### config.mk
export PLATFORM = sky130hd
export DESIGN_NAME = main_bus_master
export DESIGN_NICKNAME = d
export VERILOG_FILES = /design/src/rtl/main_bus_master_pkg.sv /design/src/rtl/main_bus_master.sv
export SDC_FILE = /design/constraint.sdc
export NUM_CORES = 1
export LEC_CHECK = 0
export ABC_AREA = 1
export CAP_MARGIN = 20
export CORE_AREA = 2 2 156 158
export CTS_BUF_LIST = sky130_fd_sc_hd__clkbuf_4
export DETAILED_ROUTE_END_ITERATION = 10
export DIE_AREA = 0 0 158 160
export GPL_TIMING_DRIVEN = 0
export HOLD_SLACK_MARGIN = 0.05
export PLACE_DENSITY = 0.68
export SYNTH_ARGS = -nofsm -noshare
export SYNTH_HDL_FRONTEND = slang
export SYNTH_SLANG_ARGS = --single-unit
### constraint.sdc
create_clock -name clk -period 5.23 [get_ports clk]
set_input_delay 1.3075 -clock clk [delete_from_list [all_inputs] [get_ports clk]]
set_output_delay 1.3075 -clock clk [all_outputs]
set_load 0.01 [all_outputs]
### src/rtl/main_bus_master_pkg.sv
// Shared definitions for the main bus master: FSM state type, burst
// geometry and memory page base addresses.
package main_bus_master_pkg;

    typedef enum logic [1:0] {
        IDLE = 2'd0,
        ADDR = 2'd1,
        DATA = 2'd2
    } bus_master_state_t;

    localparam int BURST_LEN = 4;
    localparam int WORD_W    = 16;

    // Page bases; the page number lives in address bits [15:12].
    localparam logic [15:0] MEMPAGE0 = 16'h0000;
    localparam logic [15:0] MEMPAGE1 = 16'h1000;
    localparam logic [15:0] MEMPAGE2 = 16'h2000;
    localparam logic [15:0] MEMPAGE3 = 16'h3000;

    // Page number of a bus address.
    function automatic logic [3:0] page_of(input logic [15:0] addr);
        return addr[15:12];
    endfunction

endpackage

### src/rtl/main_bus_master.sv
// Main bus master: takes one 4-word burst request from the CPU side and
// frames it on the main bus as one address phase plus four data phases.
// Read data and a one-cycle completion pulse are returned to the requester.
// Optional build macro MAIN_BUS_MASTER_B2B_EN: also accept a new request in
// the last data beat, giving a 5-cycle back-to-back issue period.
module main_bus_master
    import main_bus_master_pkg::*;
#(
    parameter int ADDR_W    = 16,
    parameter int BURST_LEN = 4
) (
    input  logic                        clk,
    input  logic                        resetN,
    input  logic                        req_valid,
    output logic                        req_ready,
    input  logic                        req_rw,
    input  logic [ADDR_W-1:0]           req_addr,
    input  logic [ADDR_W*BURST_LEN-1:0] req_wdata,
    output logic                        rsp_valid,
    output logic                        rsp_rw,
    output logic [ADDR_W*BURST_LEN-1:0] rsp_rdata,
    output logic                        AddrValid,
    output logic                        rw,
    output logic [ADDR_W-1:0]           AddrData_o,
    output logic                        AddrData_oe,
    input  logic [ADDR_W-1:0]           AddrData_i
);

    localparam int                DATA_BITS = ADDR_W * BURST_LEN;
    localparam int                BEAT_W    = $clog2(BURST_LEN);
    localparam logic [BEAT_W-1:0] LAST_BEAT = BEAT_W'(BURST_LEN - 1);

    bus_master_state_t      state_q, state_d;
    logic [BEAT_W-1:0]      beat_q, beat_d;
    logic                   rw_q, rw_d;
    logic [ADDR_W-1:0]      addr_q, addr_d;
    logic [DATA_BITS-1:0]   wdata_q, wdata_d;
    logic [DATA_BITS-1:0]   rbuf_q, rbuf_d;
    logic [DATA_BITS-1:0]   rdata_q, rdata_d;
    logic                   rsp_valid_q, rsp_valid_d;
    logic                   rsp_rw_q, rsp_rw_d;
    logic                   ready_c;
    logic                   accept;

    // Request acceptance window: IDLE, plus the last beat when back-to-back is built in.
    always_comb begin
        ready_c = (state_q == IDLE);
`ifdef MAIN_BUS_MASTER_B2B_EN
        if (state_q == DATA && beat_q == LAST_BEAT) begin
            ready_c = 1'b1;
        end
`endif
    end

    // Ready is forced low while reset is held, since the FSM already sits in IDLE then.
    assign req_ready = ready_c & resetN;
    assign accept    = req_valid & req_ready;

    // Next-state logic: burst sequencing, read word collection and request capture.
    always_comb begin
        state_d     = state_q;
        beat_d      = beat_q;
        rw_d        = rw_q;
        addr_d      = addr_q;
        wdata_d     = wdata_q;
        rbuf_d      = rbuf_q;
        rdata_d     = rdata_q;
        rsp_valid_d = 1'b0;
        rsp_rw_d    = rsp_rw_q;

        case (state_q)
            IDLE: begin
                state_d = IDLE;
            end
            ADDR: begin
                state_d = DATA;
                beat_d  = '0;
            end
            DATA: begin
                if (rw_q) begin
                    rbuf_d[beat_q*ADDR_W +: ADDR_W] = AddrData_i;
                end
                beat_d = beat_q + BEAT_W'(1);
                if (beat_q == LAST_BEAT) begin
                    state_d     = IDLE;
                    rsp_valid_d = 1'b1;
                    rsp_rw_d    = rw_q;
                    // Returned data only changes when a whole read has landed.
                    if (rw_q) begin
                        rdata_d = rbuf_d;
                    end
                end
            end
            default: begin
                state_d = IDLE;
            end
        endcase

        // A new request overrides the return to IDLE (back-to-back case).
        if (accept) begin
            state_d = ADDR;
            rw_d    = req_rw;
            addr_d  = req_addr;
            wdata_d = req_wdata;
        end
    end

    // State and holding registers; reset abandons any burst in flight.
    always_ff @(posedge clk or negedge resetN) begin
        if (!resetN) begin
            state_q     <= IDLE;
            beat_q      <= '0;
            rw_q        <= 1'b0;
            addr_q      <= '0;
            wdata_q     <= '0;
            rbuf_q      <= '0;
            rdata_q     <= '0;
            rsp_valid_q <= 1'b0;
            rsp_rw_q    <= 1'b0;
        end else begin
            state_q     <= state_d;
            beat_q      <= beat_d;
            rw_q        <= rw_d;
            addr_q      <= addr_d;
            wdata_q     <= wdata_d;
            rbuf_q      <= rbuf_d;
            rdata_q     <= rdata_d;
            rsp_valid_q <= rsp_valid_d;
            rsp_rw_q    <= rsp_rw_d;
        end
    end

    // Bus drive: address phase, then write words; the bus is released on read beats.
    always_comb begin
        AddrValid   = 1'b0;
        AddrData_oe = 1'b0;
        AddrData_o  = '0;
        if (state_q == ADDR) begin
            AddrValid   = 1'b1;
            AddrData_oe = 1'b1;
            AddrData_o  = addr_q;
        end else if (state_q == DATA && !rw_q) begin
            AddrData_oe = 1'b1;
            AddrData_o  = wdata_q[beat_q*ADDR_W +: ADDR_W];
        end
    end

    assign rw        = rw_q;
    assign rsp_valid = rsp_valid_q;
    assign rsp_rw    = rsp_rw_q;
    assign rsp_rdata = rdata_q;

endmodule

Yosys cells after proc, flatten, opt, wreduce, memory -nomap -nowiden
Index checks and enable logic that the tools add are counted.

$add $sub $neg: 2. Eq/ne operators: 4. Shift-type cells: 3. Mux-type cells: 13. Bitwise operators: 2. Reduce and logical (&&, ||, !) cells: 6.

Operators by type and width (number): bitwise mux 64 bit (1); two-way mux 64 bit (1); variable shift 16 x 34 -> 64 bit, first input constant (1); indexed part select 16 x 34 -> 64 bit (1); indexed part select 64 x 7 -> 16 bit (1); negation 6 -> 34 bit (1); two-way mux 16 bit (2); case mux 2 bit (2 select lines) (2); two-way mux 1 bit (5); == test 2 bit, second input constant (2); two-way mux 2 bit (2); != test 3 bit, second input constant (1); AND reduction 3 bit (1); adder 2 x 1 -> 2 bit, second input constant (1); bitwise AND 1 bit (2); == test 2 x 1 -> 1 bit, second input constant (1); zero test 2 bit (1); AND reduction 2 bit (1); nonzero test 2 bit (1); logical AND 1 bit (1); zero test 1 bit (1).

Register bits: 215. Input port bits: 100. Output and inout port bits: 86. Logic and storage cells: 39.

Longest topological paths before layout
Gate-level depths: netlist (run 1).

Depth in word-level cells: 4. Depth in mapped cells: 12. Mapped depth without buffers: 9.

Worst setup path after synthesis (run 1)
No wires, ideal clock.

Path type: in2out. Start point: in resetN. End point: out req_ready. Data arrival time: 1.772 ns. Required time: 3.923 ns. Setup slack: 2.150 ns. Stages on the path: 3. Path buffers: 1. Cell sequence: nand2_1 > inv_2 > clkbuf_1.

Cells in the longest elaborated chain, start to end: 1.

Ends and longest elaborated chain: start, declared (RTL line main_bus_master.sv:13) `input logic resetN,`; bitwise AND 1 bit (RTL line main_bus_master.sv:56) `assign req_ready = ready_c & resetN;`; end, declared (RTL line main_bus_master.sv:15) `output logic req_ready,`.

No other way between the ends.

Worst setup path after layout (run 1)
Ends and elaborated chain as after synthesis.

==> metrics.md, run 1 <==
| Metric | Value |
|---|---|
| PwrDens | 377.6 nW/µm² |
| Post-Place Cells | 1781 |
| Root Driver | clkbuf_4 |
| Std cell rows | 57 |
| Max-slew violation count | 0 |
| Full die area | 25280 µm² |
| Overall routing resource usage | 22.18% |
| WS Path Type | primary input to output port |
| Synth cell types | 18 |
| Synthesized Nets | 1380 |
| Worst r2r dst | rbuf_q[41] |
| Worst VDD drop | 0.1397 mV |
| Drt drc | 0 |
| Worst Setup Slack, final | 0.3484 ns |
| Min-Delay Path Class | register to register |
| Setup crit start kind | primary input |
| CTS tree | built |
| Hold buffers post-CTS | 0 |
| WP data arrival | 3.57 ns |
| Outcome | complete, no violations |
| Clock-pin slew on the worst setup and hold paths | 0.17 ns |
| Worst Tran Pin Value | 0.5975 ns |
| DP HPWL | 20700 µm |
| R2r setup slk | 2.43 ns |
| Hold path startpoint | addr_q[15] |
| Seq/Total Area, Yosys | 53.34% |
| Final ANT Viol Nets | 0 |
| Filler cells | 2423 |
| Core Box Area | 23820 µm² |
| Max clock buf depth | 2 |
| Initial antenna violation count | 3 |
| Vias per cell | 4.802 |
| Buffers on Ports | 184 |
| WL final | 27290 µm |
| Net Sw Power | 1.813 mW |
| Highest clock rate | 204.9 MHz |
| Final cell count without fillers | 1814 |
| Synth Register Bits | 199 |
| Final worst path period need | 4.882 ns |
| Via count | 8710 |
| Worst r2r src | beat_q[1] |
| Gate power share | 34.0% |
| Drt pass-1 iters | 4 |
| Worst Setup SP | resetN |
| Most common cell after layout, fill and taps aside | nand2_1 |
| TritonCTS Sinks | 199 |
| H-tree depth | 4 |
| Largest net degree at the start of global routing | 105 |
| Syn avg cell area | 7.339 µm² |
| FF-to-FF path depth | 11 |
| Clock Skew | 0.03160 ns |
| Max Cap Viol | 0 |
| Crit Path Max Fanout | 104 |
| Avg WL per Cell | 15.04 µm |
| Leak | 6.007 nW |
| Fraction of layout cells with a size suffix above 1 | 4.433% |
| Die Height | 160 µm |
| RD Place Congestion | 0.9202 |
| Clk pwr share | 19.0% |
| Fin. Hold Viols | 0 |
| Max transition margin | 60.17% |
| Pre-CTS setup slack | 0.1329 ns |
| Yosys warnings | 0 |
| Cell internal pwr | 2.691 mW |
| Starting DRT DRC Count | 642 |
| Vias in the first global route | 8573 |
| Hold Path End | addr_q[15] |
| IO Pins | 186 |
| Sw Ratio | 40.24% |
| Commonest non-fill, non-tap cells in the layout | nand2_1, dfrtp_1, clkdlybuf4s50_1 |
| Clk_lat worst skew | 0.62 ns |
| Initial core utilization | 39.19% |
| Sequential power share | 47.0% |
| Crit share post-route | 93.34% |
| Die width | 158 µm |
| Final setup fails | 0 |
| Crit. End Element | output port |
| Req. time, crit path | 3.92 ns |
| Cell Area, Synth | 9335 µm² |
| Global-route wire length before repair | 43580 µm |
| Nets | 1584 |
| GRT Residual Overflow | 0 |
| Hold Path Depth | 2 |
| Synthesis-to-layout area growth | 27.77% |
| Number of buffers inserted during clock tree synthesis | 17 |
| Syn Inst Count | 1272 |
| RSZ-0062 raised after global routing | no |
-- cells by family after synthesis --
kind of cell,after synthesis,synth area share (%)
flops,199,53.34
compound gates,6,0.3216
fa+ha+maj,8,1.072
simple gates,952,40.57
buf+inv,107,4.691
-- state kept, by name, summed over array words and instances, names as in the netlist --
register and flops:
state_q 2, beat_q 2, addr_q 16, rbuf_q 48, wdata_q 64, rw 1
rsp_valid 1, rsp_rw 1, rsp_rdata 64
-- area by class of cell --
type / instances / area [µm²] / area share (%)
Antenna cell: 1 / 2.502 / 0.02098
Buffer: 77 / 325.3 / 2.727
Clock buffer: 17 / 127.6 / 1.070
Clock inverter: 15 / 177.7 / 1.490
Inverter: 30 / 112.6 / 0.9441
Multi-Input combinational cell: 966 / 3918 / 32.84
Sequential cell: 199 / 4980 / 41.75
Tap cell: 324 / 405.4 / 3.399
Timing Repair Buffer: 185 / 1879 / 15.76
-- metal layers --
metal,vias up,wire length [µm],global-route usage (%)
li1,4315,-,-
met1,4034,12070,29.99
met4,2,920,8.640
met3,57,1750,4.613
met2,302,12540,34.98
met5,-,7,0
-- stage by stage --
| step | instance area [µm²] | power [mW] | hold slack [ns] | setup TNS, ns | util, % |
|---|---|---|---|---|---|
| floorplan | 9335 | 3.077 | 0.4417 | 0 | - |
| global placement | 11580 | 3.630 | 0.4538 | -1547.83 | 48.62 |
| detailed placement | 11610 | 3.675 | 0.4584 | 0 | 48.76 |
| CTS | 11920 | 4.528 | 0.4967 | 0 | 50.04 |
| global route | 11930 | 4.826 | 0.5108 | 0 | 50.07 |
| finish | 11930 | 4.504 | 0.4939 | 0 | 50.07 |
-- how the worst max path moves through the flow --
stage               depth (start not counted)  slack (ns)         to
finish                                      6        0.35  req_ready
global route                                6        0.09  req_ready
CTS                                         6        0.13  req_ready
detailed placement                          6        0.13  req_ready
global placement                            5       -6.53  req_ready
floorplan                                   3        2.15  req_ready
-- power groups by stage --
stage,Clock [mW],Combinational (mW),Sequential (mW)
floorplan,0,0.977,2.10
global placement,0,1.49,2.14
detailed placement,0,1.53,2.15
CTS,0.874,1.54,2.11
global route,0.931,1.74,2.16
finish,0.856,1.53,2.12
-- Yosys cell counts --
| library cell | number | area (µm²) |
|---|---|---|
| a21oi_1 | 1 | 5.000 |
| ha_1 | 8 | 100.1 |
| buf_4 | 4 | 30.03 |
| clkinv_1 | 1 | 3.750 |
| inv_1 | 25 | 93.84 |
| nor3_4 | 1 | 16.27 |
| o21ai_0 | 5 | 25.02 |
| nor2_4 | 1 | 11.26 |
| nand2_2 | 2 | 12.51 |
| nand2_1 | 750 | 2815 |
| buf_2 | 17 | 85.08 |
| buf_1 | 5 | 18.77 |
| nor2_2 | 3 | 18.77 |
| dfrtp_1 | 199 | 4980 |
| nor2_1 | 50 | 187.7 |
| clkbuf_1 | 51 | 191.4 |
| inv_2 | 4 | 15.01 |
| nand3_1 | 145 | 725.7 |
-- worst max-delay path, stage by stage --
cell	delay, ns
buf_12	0.36
buf_16	0.42
nand2_1	0.14
inv_2	0.25
clkbuf_1	0.35
clkdlybuf4s50_1	0.61
-- timing repair --
item,CTS,global route
endpoints found under the setup margin,0,1
resized for setup,0,1
setup buffers,0,0
Power figures use the tool's default switching activity.
==> run 2, diff against run 1 <==
--- a/config.mk
+++ b/config.mk
@@ -11,6 +11,7 @@
 export CTS_BUF_LIST = sky130_fd_sc_hd__clkbuf_4
 export DETAILED_ROUTE_END_ITERATION = 10
 export DIE_AREA = 0 0 158 160
+export GPL_ROUTABILITY_DRIVEN = 0
 export GPL_TIMING_DRIVEN = 0
 export HOLD_SLACK_MARGIN = 0.05
 export PLACE_DENSITY = 0.68
==> results of run 2 <==
Final layout, timing and power as in run 1 (identical DEF).
